===== config.mk =====
export PLATFORM = sky130hd
export DESIGN_NAME = alu_seq
export DESIGN_NICKNAME = d
export VERILOG_FILES = /design/src/rtl/alu_seq_pkg.sv /design/src/rtl/alu_seq_alu.sv /design/src/rtl/alu_seq.sv
export SDC_FILE = /design/constraint.sdc
export NUM_CORES = 1
export LEC_CHECK = 0
export ABC_AREA = 1
export BUFFER_PORTS_ARGS = -buffer_cell sky130_fd_sc_hd__buf_2
export CAP_MARGIN = 15
export CORE_MARGIN = 10
export CORE_UTILIZATION = 35
export CTS_BUF_LIST = sky130_fd_sc_hd__clkbuf_4
export DETAILED_ROUTE_END_ITERATION = 8
export GPL_ROUTABILITY_DRIVEN = 1
export GPL_TIMING_DRIVEN = 0
export HOLD_SLACK_MARGIN = 0.05
export SYNTH_ARGS = -nofsm -noshare
export SYNTH_HDL_FRONTEND = slang
export SYNTH_SLANG_ARGS = --single-unit
export TNS_END_PERCENT = 30

===== constraint.sdc =====
create_clock -name clk -period 2.8 [get_ports clk]
set_clock_uncertainty 0.1 [all_clocks]
set_input_delay 0.56 -clock clk [delete_from_list [all_inputs] [get_ports clk]]
set_output_delay 0.56 -clock clk [all_outputs]
set_load 0.1 [all_outputs]

===== src/rtl/alu_seq_pkg.sv =====
// Shared definitions for the sequenced ALU: data width, opcodes and FSM states.
package alu_seq_pkg;

    localparam int DATA_W = 4;

    localparam logic [2:0] OP_ADD = 3'b000;
    localparam logic [2:0] OP_SUB = 3'b001;
    localparam logic [2:0] OP_AND = 3'b010;
    localparam logic [2:0] OP_OR  = 3'b011;
    localparam logic [2:0] OP_NOT = 3'b100;

    typedef enum logic [1:0] {
        ST_IDLE = 2'd0,
        ST_EXEC = 2'd1,
        ST_OUT  = 2'd2
    } state_t;

endpackage


===== src/rtl/alu_seq_alu.sv =====
// Combinational 4-bit ALU; arithmetic wraps modulo 2^DATA_W, unused opcodes give 0.
module alu_seq_alu
    import alu_seq_pkg::*;
(
    input  logic [DATA_W-1:0] a,
    input  logic [DATA_W-1:0] b,
    input  logic [2:0]        op,
    output logic [DATA_W-1:0] y
);

    always_comb begin
        y = '0;
        case (op)
            OP_ADD:  y = a + b;
            OP_SUB:  y = a - b;
            OP_AND:  y = a & b;
            OP_OR:   y = a | b;
            OP_NOT:  y = ~a;
            default: y = '0;
        endcase
    end

endmodule


===== src/rtl/alu_seq.sv =====
// One-command-in-flight sequencer around the ALU: latch operands, execute,
// write back to the register file and hand the result off to a consumer.
module alu_seq
    import alu_seq_pkg::*;
#(
    parameter  int NREG  = 4,
    parameter  int CNT_W = 8,
    localparam int RW    = $clog2(NREG)
) (
    input  logic              clk,
    input  logic              rst_n,
    input  logic              cmd_valid,
    output logic              cmd_ready,
    input  logic [2:0]        cmd_op,
    input  logic [RW-1:0]     cmd_srca,
    input  logic [RW-1:0]     cmd_srcb,
    input  logic [RW-1:0]     cmd_dst,
    input  logic              cmd_imm_en,
    input  logic [DATA_W-1:0] cmd_imm,
    output logic              res_valid,
    input  logic              res_ready,
    output logic [DATA_W-1:0] res_data,
    output logic [RW-1:0]     res_dst,
    output logic              res_zero,
    output logic [CNT_W-1:0]  op_count
);

    state_t            state;
    logic [DATA_W-1:0] rf [NREG];
    logic [DATA_W-1:0] opa;
    logic [DATA_W-1:0] opb;
    logic [2:0]        op_q;
    logic [RW-1:0]     dst_q;
    logic [DATA_W-1:0] alu_y;

    alu_seq_alu u_alu (
        .a  (opa),
        .b  (opb),
        .op (op_q),
        .y  (alu_y)
    );

    // Handshake flags decode straight from the state register.
    assign cmd_ready = (state == ST_IDLE);
    assign res_valid = (state == ST_OUT);

    always_ff @(posedge clk or negedge rst_n) begin
        if (!rst_n) begin
            state    <= ST_IDLE;
            opa      <= '0;
            opb      <= '0;
            op_q     <= '0;
            dst_q    <= '0;
            res_data <= '0;
            res_dst  <= '0;
            res_zero <= 1'b1;
            op_count <= '0;
            for (int i = 0; i < NREG; i++) begin
                rf[i] <= '0;
            end
        end else begin
            case (state)
                ST_IDLE: begin
                    if (cmd_valid) begin
                        op_q  <= cmd_op;
                        dst_q <= cmd_dst;
                        opa   <= rf[cmd_srca];
                        opb   <= cmd_imm_en ? cmd_imm : rf[cmd_srcb];
                        state <= ST_EXEC;
                    end
                end
                ST_EXEC: begin
                    // Operands were captured in IDLE, so aliased dst cannot disturb them.
                    res_data    <= alu_y;
                    res_dst     <= dst_q;
                    res_zero    <= (alu_y == '0);
                    rf[dst_q]   <= alu_y;
                    state       <= ST_OUT;
                end
                ST_OUT: begin
                    if (res_ready) begin
                        op_count <= op_count + 1'b1;
                        state    <= ST_IDLE;
                    end
                end
                default: state <= ST_IDLE;
            endcase
        end
    end

endmodule


# ---- Yosys cells after proc, flatten, opt, wreduce, memory -nomap -nowiden
# Cells that the tools add are included.
dict set report totals {
  ff_bits 46
  out_inout_bits 17
}
dict set report op_classes {
  n_reduce_logical 7
  addsub 3
  bitwise 6
  magnitude_cmp 4
  eq_ne 8
  mux 14
}
# op count
set op_table {}
lappend op_table {{2-to-1 mux 4 bit} 6}
lappend op_table {{one-hot mux 4 bit (5 select lines)} 1}
lappend op_table {{binary-select mux 4 bit (select 2 bit)} 2}
lappend op_table {{bitwise mux 16 bit} 1}
lappend op_table {{greater-or-equal comparator 3 bit (second input constant)} 3}
lappend op_table {{NOT 2 -> 3 bit} 3}
lappend op_table {{adder 8 x 1 -> 8 bit (second input constant)} 1}
lappend op_table {{demux 4 bit (select 2 bit)} 1}
lappend op_table {{equality test 3 x 2 -> 1 bit (second input constant)} 2}
lappend op_table {{one-hot mux 2 bit (3 select lines)} 1}
lappend op_table {{AND reduction 2 bit} 3}
lappend op_table {{adder 4 bit} 1}
lappend op_table {{bitwise AND 4 bit} 1}
lappend op_table {{zero test 4 bit} 1}
lappend op_table {{2-to-1 mux 2 bit} 2}
lappend op_table {{NOT 4 bit} 1}
lappend op_table {{OR 4 bit} 1}
lappend op_table {{subtractor 4 bit} 1}
lappend op_table {{equality test 3 x 1 -> 1 bit (second input constant)} 1}
lappend op_table {{equality test 3 bit (second input constant)} 1}
lappend op_table {{zero test 3 bit} 1}
lappend op_table {{< comparator 3 x 1 -> 1 bit (second input constant)} 1}
lappend op_table {{equality test 2 x 1 -> 1 bit (second input constant)} 1}
lappend op_table {{equality test 2 bit (second input constant)} 1}
lappend op_table {{other kinds (4)} 4}

# ---- Depth between registers and ports, before layout
# Gate-level depths: netlist of run 1.
dict set report logic_depth {
  word_depth 6
  mapped_depth 15
  depth_no_buf 14
}

# ---- Modules after synthesis
# Synthesis of run 1 repeated with hierarchy kept, for this count alone.
dict set report hier_totals {
  cells_unflattened 342
  area_unflattened_um2 2596.2
}
# module cells_each n_inst area_per_inst_um2
set modules_own_cells {}
lappend modules_own_cells {alu_seq 270 1 2195.9}
lappend modules_own_cells {alu_seq_alu 72 1 400.4}

# ---- Worst setup path before layout of run 1
# No wires, ideal clock.
dict set report synth_timing {
  path_kind {register to register}
  startpoint {reg state[1]}
  endpoint {reg opb[0]}
  path_slack_ns 0.247
  arrival_ns 2.324
  t_required_ns 2.571
  setup_time_ns 0.129
  stages_incl_launch_ff 6
  n_path_buf 1
  path_cell_list {dfrtp_1 > nor2_1 > nand2_1 > buf_2 > a21oi_1 > a22oi_1}
}
dict set report synth_via {
  elab_chain_cells 2
}
# element line
set synth_rtl {}
lappend synth_rtl {{start: declaration} alu_seq.sv:28} ;# state_t state;
lappend synth_rtl {{start signal: assignment} alu_seq.sv:49} ;# state <= ST_IDLE;
lappend synth_rtl {{start signal: assignment} alu_seq.sv:69} ;# state <= ST_EXEC;
lappend synth_rtl {{start signal: assignment} alu_seq.sv:78} ;# state <= ST_OUT;
lappend synth_rtl {{zero test 2 bit} n/a}
lappend synth_rtl {{named net cmd_ready} alu_seq.sv:13} ;# output logic cmd_ready,
lappend synth_rtl {{AND reduction 2 bit (no line)} n/a}
lappend synth_rtl {{end signal: assignment} alu_seq.sv:68} ;# opb <= cmd_imm_en ? cmd_imm : rf[cmd_srcb];
lappend synth_rtl {{end: declaration} alu_seq.sv:31} ;# logic [DATA_W-1:0] opb;
# The timed path passes the listed nets, and every way through them passes these cells.
# A chain may end at the register's enable or synchronous reset.

# ---- Final worst setup path of run 1
dict set report layout_timing {
  startpoint {reg op_q[2]}
  endpoint {reg res_zero}
}
dict set report layout_via {
  elab_chain_cells 3
  elab_cells_between_ends 7
}
# element line
set layout_rtl {}
lappend layout_rtl {{start: declaration} alu_seq.sv:32} ;# logic [2:0] op_q;
lappend layout_rtl {{start signal: assignment} alu_seq.sv:65} ;# op_q <= cmd_op;
lappend layout_rtl {{equality test 3 bit (tied with other cells)} alu_seq_alu.sv:13} ;# case (op)
lappend layout_rtl {{one-hot mux 4 bit (5 select lines) (*)} alu_seq_alu.sv:13}
lappend layout_rtl {{zero test 4 bit (*)} alu_seq.sv:76} ;# res_zero <= (alu_y == '0);
lappend layout_rtl {{end signal: assignment} alu_seq.sv:76}
lappend layout_rtl {{end: declaration} alu_seq.sv:24} ;# output logic res_zero,
# Mark *: on every way between the ends. The rest lies on a longest branch, timed or not.

==> reports/results.txt, run 1 <==
Status: finished, final reports clean
Storage cell area: 0.00115 mm²
Worst-Skew Late Latency: 0.37 ns
Area of the multi-input gates: 0.00115 mm²
Syn Inst Count: 304
Initial antenna violation count: 0
Htree depth: 2
Syn Area/Cell: 8.09 µm²
R2r endpoint: res_zero
Routed Antenna Nets: 0
WHS Endpoint: dst_q[1]
Post-synthesis net count: 330
DR pass1 iterations: 4
Die width: 104 µm
Clock root cell: clkbuf_4
Largest net degree at the start of global routing: 47
Period minus WS final: 2.46 ns
Max-slew violations: 0
DR vias/cell: 4.71
Num CTS Buffers: 5
CP startpoint kind: register
Worst hold start: cmd_dst[1]
HP Class: input pin to register
Die H: 104 µm
DRT iter0 DRCs: 88
FILL cells: 721
Global-route wire length before repair: 9.79 mm
Via count: 2081
Max cap viols: 0
Final Hold Violating Endpoints: 0
Synthesized area: 0.00246 mm²
Critical path class: register to register
Layout cell share with drive strength beyond 1: 18.5%
Worst r2r path cells: 14
CP arrival: 2.69 ns
GR Overflow Total: 0
DRC Markers: 0
Commonest cells after routing, fill and taps aside: nand2_1 (87), dfrtp_1 (45), o21ai_0 (36)
Core Footprint: 0.00679 mm²
Worst Tran Pin Value: 0.512 ns
Setup TNS: 0 ns
Finished Layout Cells: 442
Relative slew slack: 66.1%
Die footprint: 0.0108 mm²
Tcrit/Tclk final: 88.0%
Ys Warns: 0
CTS tree: built
Initial Utilization: 36.2%
Clock transition at the registers of the reported paths: 0.13 ns
Number of global-route vias before repair: 2002
F_max: 406 MHz
RSZ-0062 raised after global routing: false
Final Setup Violations: 0
Synthesis-to-finish area growth: 14.8%
CP required: 3.02 ns
Routed WL: 5.93 mm
CTS Buffer Depth: 2
Commonest non-fill, non-tap cell in the layout: nand2_1
CTS Sinks: 46
I/O pins: 35
R2R Path Start: op_q[2]
Register area share after synthesis: 46.8%
Ant. Diodes: 0
Synthesis-stage register bit count: 46
Routability cong.: 0.785
Total number of placement rows: 30
Hold depth: 3
GRT Overall Usage: 10.9%
Slack of the worst reg-to-reg path: 0.34 ns
Placed wire-length estimate: 4.47 mm
Buffers on Ports: 32
Synth cell types: 27
CP Max Fanout: 8
Layout Nets: 371
Critical Path End Type: register
Drt wl/cell: 13.4 µm
Placed cells: 432
==> cell families (layout without fill, tap and decap cells) <==
group | count (synthesis) | after routing | share of synthesized area (%)
compound gates | 55 | 55 | 12.5
simple gates | 146 | 146 | 26.4
fa+ha+maj | 8 | 8 | 4.37
mux | 1 | 1 | 0.458
flops | 46 | 46 | 46.8
buf+inv | 40 | 82 | 6.56
xor+xnor | 8 | 8 | 2.85
==> cells in the mapped netlist <==
master    instances  area, µm²
a21oi_1           6       30.0
a22oi_1           4       30.0
buf_2             3       15.0
buf_6             1       11.3
clkbuf_1          2       7.51
dfrtp_1          45       1130
dfstp_2           1       26.3
fa_1              1       20.0
ha_1              7       87.6
inv_1            33        124
inv_2             1       3.75
mux2_2            1       11.3
nand2_1          87        327
nand2_2           2       12.5
nand3_1          10       50.1
nand3_2           5       50.1
nand3b_1          3       22.5
nor2_1           29        109
nor2_2            6       37.5
nor2_4            1       11.3
nor3_2            3       30.0
o21a_1            1       7.51
o21ai_0          36        180
o22ai_1           4       25.0
o32ai_1           4       35.0
xnor2_1           2       17.5
xor2_1            6       52.6
==> registers in the layout, summed over array words and instances (netlist names) <==
register	cells
dst_q	2
opa	4
op_q	3
rf	16
res_data	4
opb	4
res_zero	1
state	2
res_dst	2
op_count	8
==> per-stage QoR <==
| stage | util (%) | instance area, µm² | hold WS [ns] | setup slack (ns) |
|---|---|---|---|---|
| floorplan | - | 2460 | 0.164 | 0.247 |
| global placement | 40.3 | 2740 | 0.357 | 0.356 |
| detailed placement | 40.3 | 2740 | 0.364 | 0.330 |
| CTS | 41.1 | 2790 | 0.265 | 0.294 |
| global route | 41.6 | 2820 | 0.280 | 0.0883 |
| finish | 41.6 | 2820 | 0.269 | 0.335 |
==> layer usage <==
| layer | share of wire [%] | vias to the layer above | track usage [%] | wire (µm) |
|---|---|---|---|---|
| met1 | 47 | 967 | 14.1 | 2790 |
| met3 | 5.7 | 9 | 2.97 | 336 |
| met2 | 46 | 48 | 17.3 | 2740 |
| met5 | 0 | - | 0 | 0 |
| met4 | 1.1 | 0 | 3.28 | 65 |
| li1 | - | 1057 | - | - |
==> how the worst max path moves through the flow <==
stage	from	to	cells after the start
after floorplan	state[1]	opb[0]	5
after global placement	opb[0]	res_zero	14
after detailed placement	op_q[2]	res_zero	15
after CTS	op_q[2]	res_zero	15
after global routing	op_q[2]	res_zero	15
final	op_q[2]	res_zero	14
==> final cells by class <==
type	instances	share of cell area (%)
buffer	6	1.20
clock buffer	5	1.33
clock inverter	3	0.576
inverter	34	4.52
multi-input combinational	218	40.6
sequential	46	40.8
tap	96	4.25
timing repair buffer	34	6.73
==> worst max-delay path: stages, from the launching register on <==
cell and delay [ns]:
dfrtp_1 0.40, buf_6 0.14, nor2_4 0.19, nand2_2 0.10
nand2_1 0.06, o21ai_0 0.14, fa_1 0.54, inv_1 0.04
nand2_1 0.05, nand2_1 0.06, nor2_2 0.26, nand2_1 0.09
nor2_1 0.11, nand3_1 0.07, nand2_1 0.06
==> timing repair <==
item | 4_1_cts | 5_1_grt
setup endpoints to repair | 0 | 0
setup buffers | 0 | 0
hold endpoints to repair | 0 | 18
resized for setup | 0 | 0
hold buffers | 0 | 1
Power of run 1 is left out: the tool's default activity adds up to more than one toggle a clock period on the data nets, which glitch-free logic cannot reach.
==> inputs of run 2 (changes only) <==
Settings changed: CELL_PAD_IN_SITES_DETAIL_PLACEMENT from default to 2, CELL_PAD_IN_SITES_GLOBAL_PLACEMENT from default to 2, PLACE_DENSITY_LB_ADDON from default to 0.1.
==> reports/results.txt, run 2 (synthesis results as in run 1) <==
Status: finished, final reports clean (unchanged)
HP Class: input pin to register (unchanged)
Drt wl/cell: 16.0 µm (was 13.4 µm)
Commonest cells after routing, fill and taps aside: nand2_1 (87), dfrtp_1 (45), o21ai_0 (36) (unchanged)
Post-CTS sizing: 0 (unchanged)
DR vias/cell: 4.92 (was 4.71)
Crit-path cells: buf_6 -> nor2_4 -> nand2_2 -> nand2_1 -> o21ai_0 -> fa_1 -> inv_1 -> nand2_1 -> nand3_1 -> nand2_1 -> nor2_2 -> nand2_1 -> nor2_1 -> nand3_1 -> nand2_1 (was buf_6 -> nor2_4 -> nand2_2 -> nand2_1 -> o21ai_0 -> fa_1 -> inv_1 -> nand2_1 -> nand2_1 -> nor2_2 -> nand2_1 -> nor2_1 -> nand3_1 -> nand2_1)
Buffers on Ports: 32 (unchanged)
CP arrival: 2.75 ns (was 2.69 ns)
CP Max Fanout: 8 (unchanged)
GRT Overall Usage: 13.4% (was 10.9%)
Layout Nets: 371 (unchanged)
CP startpoint kind: register (unchanged)
Hold depth: 3 (unchanged)
Worst path slowest cell: fa_1 (unchanged)
Routability cong.: 0.791 (was 0.785)
Max cap viols: 0 (unchanged)
GR Overflow Total: 0 (unchanged)
CP bufs+invs: 2 (unchanged)
Critical Path End Type: register (unchanged)
I/O pins: 35 (unchanged)
Routed Antenna Nets: 0 (unchanged)
F_max: 395 MHz (was 406 MHz)
Die H: 104 µm (unchanged)
Num CTS Buffers: 5 (unchanged)
Setup TNS: 0 ns (unchanged)
Max-slew violations: 0 (unchanged)
Max reg flops: 16 (unchanged)
Worst r2r path cells: 15 (was 14)
Post-CTS setup repair buffer count: 0 (unchanged)
Final Hold Violating Endpoints: 0 (unchanged)
Layout cell share with drive strength beyond 1: 18.2% (was 18.5%)
Worst Tran Pin Value: 0.495 ns (was 0.512 ns)
CTS Buffer Depth: 2 (unchanged)
Largest register by flop count: rf (unchanged)
CTS Sinks: 46 (unchanged)
Relative slew slack: 67.2% (was 66.1%)
Via count: 2174 (was 2081)
Die footprint: 0.0108 mm² (unchanged)
Ant. Diodes: 0 (unchanged)
DRC Markers: 0 (unchanged)
Initial antenna violation count: 0 (unchanged)
Routed WL: 7.07 mm (was 5.93 mm)
Cts hold-fix bufs: 0 (unchanged)
Htree depth: 2 (unchanged)
FILL cells: 804 (was 721)
Initial Utilization: 36.2% (unchanged)
Clock root cell: clkbuf_4 (unchanged)
RSZ-0062 raised after global routing: false (unchanged)
Tcrit/Tclk final: 90.4% (was 88.0%)
DR pass1 iterations: 4 (unchanged)
DRT iter0 DRCs: 66 (was 88)
Clock transition at the registers of the reported paths: 0.14 ns (was 0.13 ns)
CTS tree: built (unchanged)
Storage cell area: 0.00115 mm² (unchanged)
Crit-path max cell delay: 0.46 ns (was 0.54 ns)
Die width: 104 µm (unchanged)
Critical path class: register to register (unchanged)
Period minus WS final: 2.53 ns (was 2.46 ns)
Placed wire-length estimate: 5.39 mm (was 4.47 mm)
Worst-Skew Late Latency: 0.36 ns (was 0.37 ns)
Commonest non-fill, non-tap cell in the layout: nand2_1 (unchanged)
Synthesis-to-finish area growth: 14.8% (unchanged)
Core Footprint: 0.00679 mm² (unchanged)
Largest net degree at the start of global routing: 47 (unchanged)
Number of global-route vias before repair: 2375 (was 2002)
CP required: 3.02 ns (about the same)
Crit path top cell by count: nand2_1 (unchanged)
Largest registers: rf: 16 flops, op_count: 8 flops (unchanged)
Top delay family on crit path: simple AND/OR/NAND/NOR gates (unchanged)
Final Setup Violations: 0 (unchanged)
Total number of placement rows: 30 (unchanged)
Global-route wire length before repair: 12.1 mm (was 9.79 mm)
Area of the multi-input gates: 0.00115 mm² (unchanged)
Critical path depth: 15 (was 14)
run 2: worst min-delay path, cell delays in order:
cell and delay (ns):
buf_2 0.08, nand2_1 0.05, nand2_1 0.04
run 2: stage by stage:
step	utilization (%)	hold WS [ns]	setup slack, ns	instance area (µm²)	instances
6_report	41.6	0.291	0.269	2820	442
3_3_place_gp	40.3	0.355	0.246	2740	432
2_1_floorplan	-	0.164	0.247	2460	304
4_1_cts	41.1	0.280	0.203	2790	440
3_5_place_dp	40.3	0.360	0.216	2740	432
5_1_grt	41.6	0.269	0.00998	2820	442
run 2: area by class of cell:
class / count / share of cell area (%)
well taps: 96 / 4.25
plain buffers: 6 / 1.20
flip-flops and latches: 46 / 40.8
inverters: 34 / 4.52
multi-input cells: 218 / 40.6
clock buffers: 5 / 1.33
clock inverters: 3 / 0.576
repair buffers: 34 / 6.73
run 2: routing by layer:
| layer | vias up | part of all wire, % | global-route usage, % |
|---|---|---|---|
| met3 | 7 | 2.0 | 2.79 |
| met1 | 1077 | 50 | 18.1 |
| met4 | 0 | 1.0 | 2.68 |
| li1 | 1059 | - | - |
| met5 | - | 0 | 0 |
| met2 | 31 | 47 | 21.6 |
run 2: path summary, 6_finish.rpt:
check | start | to | slack, ns
max in group asynchronous | rst_n | res_zero | 1.63
worst min register to register | op_count[7] | op_count[7] | 0.38
worst min-delay path | cmd_dst[1] | dst_q[1] | 0.29
worst max-delay path | op_q[2] | res_zero | 0.27
min in group asynchronous | rst_n | rf[13] | 0.46
worst max register to register | op_q[2] | res_zero | 0.27
Power of run 2 is left out for the same reason.
==> inputs of run 3 (changes only) <==
Settings changed: CORE_UTILIZATION 35 to 34, SYNTH_HIERARCHICAL from default to 1.
==> reports/results.txt, run 3 <==
F_max: 397 MHz (was 395 MHz)
Post-synthesis net count: 368 (was 330)
Total number of placement rows: 31 (was 30)
RSZ-0062 raised after global routing: false (unchanged)
Die width: 107 µm (was 104 µm)
Most common cell in the synthesized netlist: nand2_1 (unchanged)
CTS Sinks: 46 (unchanged)
CP Max Fanout: 5 (was 8)
Clock root cell: clkbuf_4 (unchanged)
R2R Path Start: opb[0] (was op_q[2])
Worst hold start: cmd_dst[0] (was cmd_dst[1])
Synthesis-stage register bit count: 46 (unchanged)
Final Hold Violating Endpoints: 0 (unchanged)
Pwr dens: 1280 mW/mm²
Finished Layout Cells: 483 (was 442)
Leak: 1.58 nW
Global-route wire length before repair: 12.7 mm (was 12.1 mm)
Number of global-route vias before repair: 2593 (was 2375)
Routed Antenna Nets: 0 (unchanged)
GR Overflow Total: 0 (unchanged)
Num CTS Buffers: 5 (unchanged)
Max cap viols: 0 (unchanged)
Share of power burned in registers: 33.1%
CP arrival: 2.70 ns (was 2.75 ns)
Max-slew violations: 0 (unchanged)
Largest net degree at the start of global routing: 47 (unchanged)
DRC Markers: 0 (unchanged)
Cell taking the most area after synthesis: dfrtp_1 (unchanged)
Routability cong.: 0.781 (was 0.791)
Max reg flops: 16 (unchanged)
Status: finished, final reports clean (unchanged)
DRT iter0 DRCs: 30 (was 66)
Critical Path End Type: register (unchanged)
Routed WL: 7.48 mm (was 7.07 mm)
Worst path slowest cell: dfrtp_2 (was fa_1)
Drt wl/cell: 15.5 µm (was 16.0 µm)
Core Footprint: 0.00733 mm² (was 0.00679 mm²)
Via count: 2350 (was 2174)
Tcrit/Tclk final: 89.9% (was 90.4%)
Most frequent cells after synthesis: nand2_1 (123), dfrtp_1 (45), nor2_1 (39), inv_1 (36), o21ai_0 (25) (was nand2_1 (87), dfrtp_1 (45), o21ai_0 (36), inv_1 (33), nor2_1 (29))
CTS tree: built (unchanged)
Final Setup Violations: 0 (unchanged)
Top post-synthesis cells by area: dfrtp_1 (43%), nand2_1 (18%), nor2_1 (5.6%) (was dfrtp_1 (46%), nand2_1 (13%), o21ai_0 (7.3%))
Crit-path max cell delay: 0.43 ns (was 0.46 ns)
Slack of the worst reg-to-reg path: 0.28 ns (was 0.27 ns)
Clock power share: 9.2%
CP startpoint kind: register (unchanged)
I/O pins: 35 (unchanged)
Top delay family on crit path: adder cells (was simple AND/OR/NAND/NOR gates)
Relative slew slack: 66.9% (was 67.2%)
Die footprint: 0.0115 mm² (was 0.0108 mm²)
GRT Overall Usage: 13.6% (was 13.4%)
Worst Tran Pin Value: 0.499 ns (was 0.495 ns)
CTS Buffer Depth: 2 (unchanged)
WHS Endpoint: dst_q[0] (was dst_q[1])
DR vias/cell: 4.87 (was 4.92)
CP required: 2.98 ns (was 3.02 ns)
DR pass1 iterations: 4 (unchanged)
Power, Total: 3.81 mW
Period minus WS final: 2.52 ns (was 2.53 ns)
Layout Nets: 409 (was 371)
HP Class: input pin to register (unchanged)
Crit-path cells: inv_1 -> ha_1 -> nand2_1 -> o21ai_1 -> fa_1 -> nand2_1 -> inv_1 -> o21ai_0 -> o2111ai_1 -> nor2_1 -> nand3_1 -> o21ai_0 (was buf_6 -> nor2_4 -> nand2_2 -> nand2_1 -> o21ai_0 -> fa_1 -> inv_1 -> nand2_1 -> nand3_1 -> nand2_1 -> nor2_2 -> nand2_1 -> nor2_1 -> nand3_1 -> nand2_1)
Largest register by flop count: rf (unchanged)
Ant. Diodes: 0 (unchanged)
Initial Utilization: 35.4% (was 36.2%)
Minimum hold slack: 0.271 ns (was 0.291 ns)
VDD IR-drop max: 0.000713 V
Comb power frac: 57.8%
Fin worst setup slack: 0.284 ns (was 0.269 ns)
Worst-Skew Late Latency: 0.38 ns (was 0.36 ns)
Setup TNS: 0 ns (unchanged)
Synthesized area: 0.00260 mm² (was 0.00246 mm²)
Register area share after synthesis: 44.4% (was 46.8%)
Synthesis-to-finish area growth: 14.5% (was 14.8%)
Initial antenna violation count: 0 (unchanged)
Ys Warns: 6 (was 0)
Placed wire-length estimate: 5.99 mm (was 5.39 mm)
Synth cell types: 28 (was 27)
Ys flop type: dfrtp_1 (unchanged)
CP bufs+invs: 2 (unchanged)
Placed cells: 473 (was 432)
Clock transition at the registers of the reported paths: 0.16 ns (was 0.14 ns)
Post-synth EDFFs: 0 (unchanged)
Area share of the largest cell type after synthesis: 43.4% (was 45.8%)
Internal power: 1.61 mW
Layout cell share with drive strength beyond 1: 18.0% (was 18.2%)
Net Sw Power: 2.21 mW
Syn Inst Count: 342 (was 304)
Commonest non-fill, non-tap cell in the layout: nand2_1 (unchanged)
Htree depth: 2 (unchanged)
R2r endpoint: res_zero (unchanged)
Commonest cells after routing, fill and taps aside: nand2_1 (123), dfrtp_1 (43), nor2_1 (39) (was nand2_1 (87), dfrtp_1 (45), o21ai_0 (36))
Place WS: 0.183 ns (was 0.216 ns)
Syn Area/Cell: 7.59 µm² (was 8.09 µm²)
Hold depth: 3 (unchanged)
FFs w/ async S/R, synth: 100% (unchanged)
Buffers on Ports: 32 (unchanged)
Die H: 107 µm (was 104 µm)
Largest registers: rf: 16 flops, op_count: 8 flops (unchanged)
Worst r2r path cells: 12 (was 15)
Sw frac: 57.9%
Critical path class: register to register (unchanged)
## run 3: cell count changes after synthesis, sizes merged, moves of 4 or more
cell | before | now
a22oi | 4 | 0
nand2 | 89 | 130
o32ai | 4 | 0
nor2 | 36 | 43
nand3 | 15 | 22
inv | 34 | 39
## run 3: per-stage QoR
stage               util (%)  cell area, µm²
global placement        39.3            2880
detailed placement      39.3            2880
finish                  40.6            2970
floorplan                  -            2600
CTS                     40.1            2940
global route            40.6            2970
## run 3: worst max path at each step
stage,start,end,slack (ns),cells after the start
after CTS,opb[0],res_zero,0.17,16
final,opb[0],res_zero,0.28,12
after global placement,opb[0],res_zero,0.30,16
after detailed placement,opb[0],res_zero,0.18,16
after global routing,op_q[2],res_zero,0.01,12
after floorplan,state[1],res_valid,0.39,2
## run 3: routing by layer
layer,share of wire (%),track usage [%]
met5,0,0
met4,0.96,3.63
met3,3.8,3.11
met2,48,22.8
met1,48,17.2
## run 3: logic make-up (layout without fill, tap and decap cells)
group	after synthesis	in the layout	synth area share [%]
DFF	46	46	44.4
AOI/OAI and AO/OA	42	42	8.63
xor gates and xnor gates	5	5	1.69
buffers and inverters	44	86	7.37
and+or+nand+nor	197	197	33.8
adders and majority gates	8	8	4.14
## run 3: area by class of cell
| cell class | instances | area [µm²] |
|---|---|---|
| Multi-Input combinational cell | 252 | 1250 |
| Timing Repair Buffer | 34 | 190 |
| Buffer | 5 | 42.5 |
| Tap cell | 99 | 124 |
| Inverter | 39 | 149 |
| Clock buffer | 5 | 37.5 |
| Sequential cell | 46 | 1150 |
| Fill cell | 906 | 4360 |
| Clock inverter | 3 | 22.5 |
## run 3: worst reg2reg max path, delay by kind of cell (launching register included)
family	cells	cell delay [ns]
flip-flops	1	0.43
AND/OR/NAND/NOR	4	0.41
AO/OA/AOI/OAI	4	0.67
buffers and inverters	2	0.12
adder cells (fa/ha/maj)	2	0.71
## run 3: power by group through the flow
stage          registers, mW  clock network [mW]  logic, mW
6_report                1.26               0.349       2.20
5_1_grt                 1.31               0.390       2.48
3_5_place_dp            1.28                   0       2.25
4_1_cts                 1.26               0.358       2.25
2_1_floorplan           1.68                   0       1.22
3_3_place_gp            1.27                   0       2.16
## run 3: repair_timing
| action | 4_1_cts | 5_1_grt |
|---|---|---|
| gates resized for setup | 0 | 3 |
| endpoints found under the setup margin | 0 | 1 |
| endpoints found under the hold margin | 0 | 5 |
| hold buffers | 0 | 1 |
| setup buffers | 0 | 0 |
No activity file was read; power rests on OpenSTA's default activity.
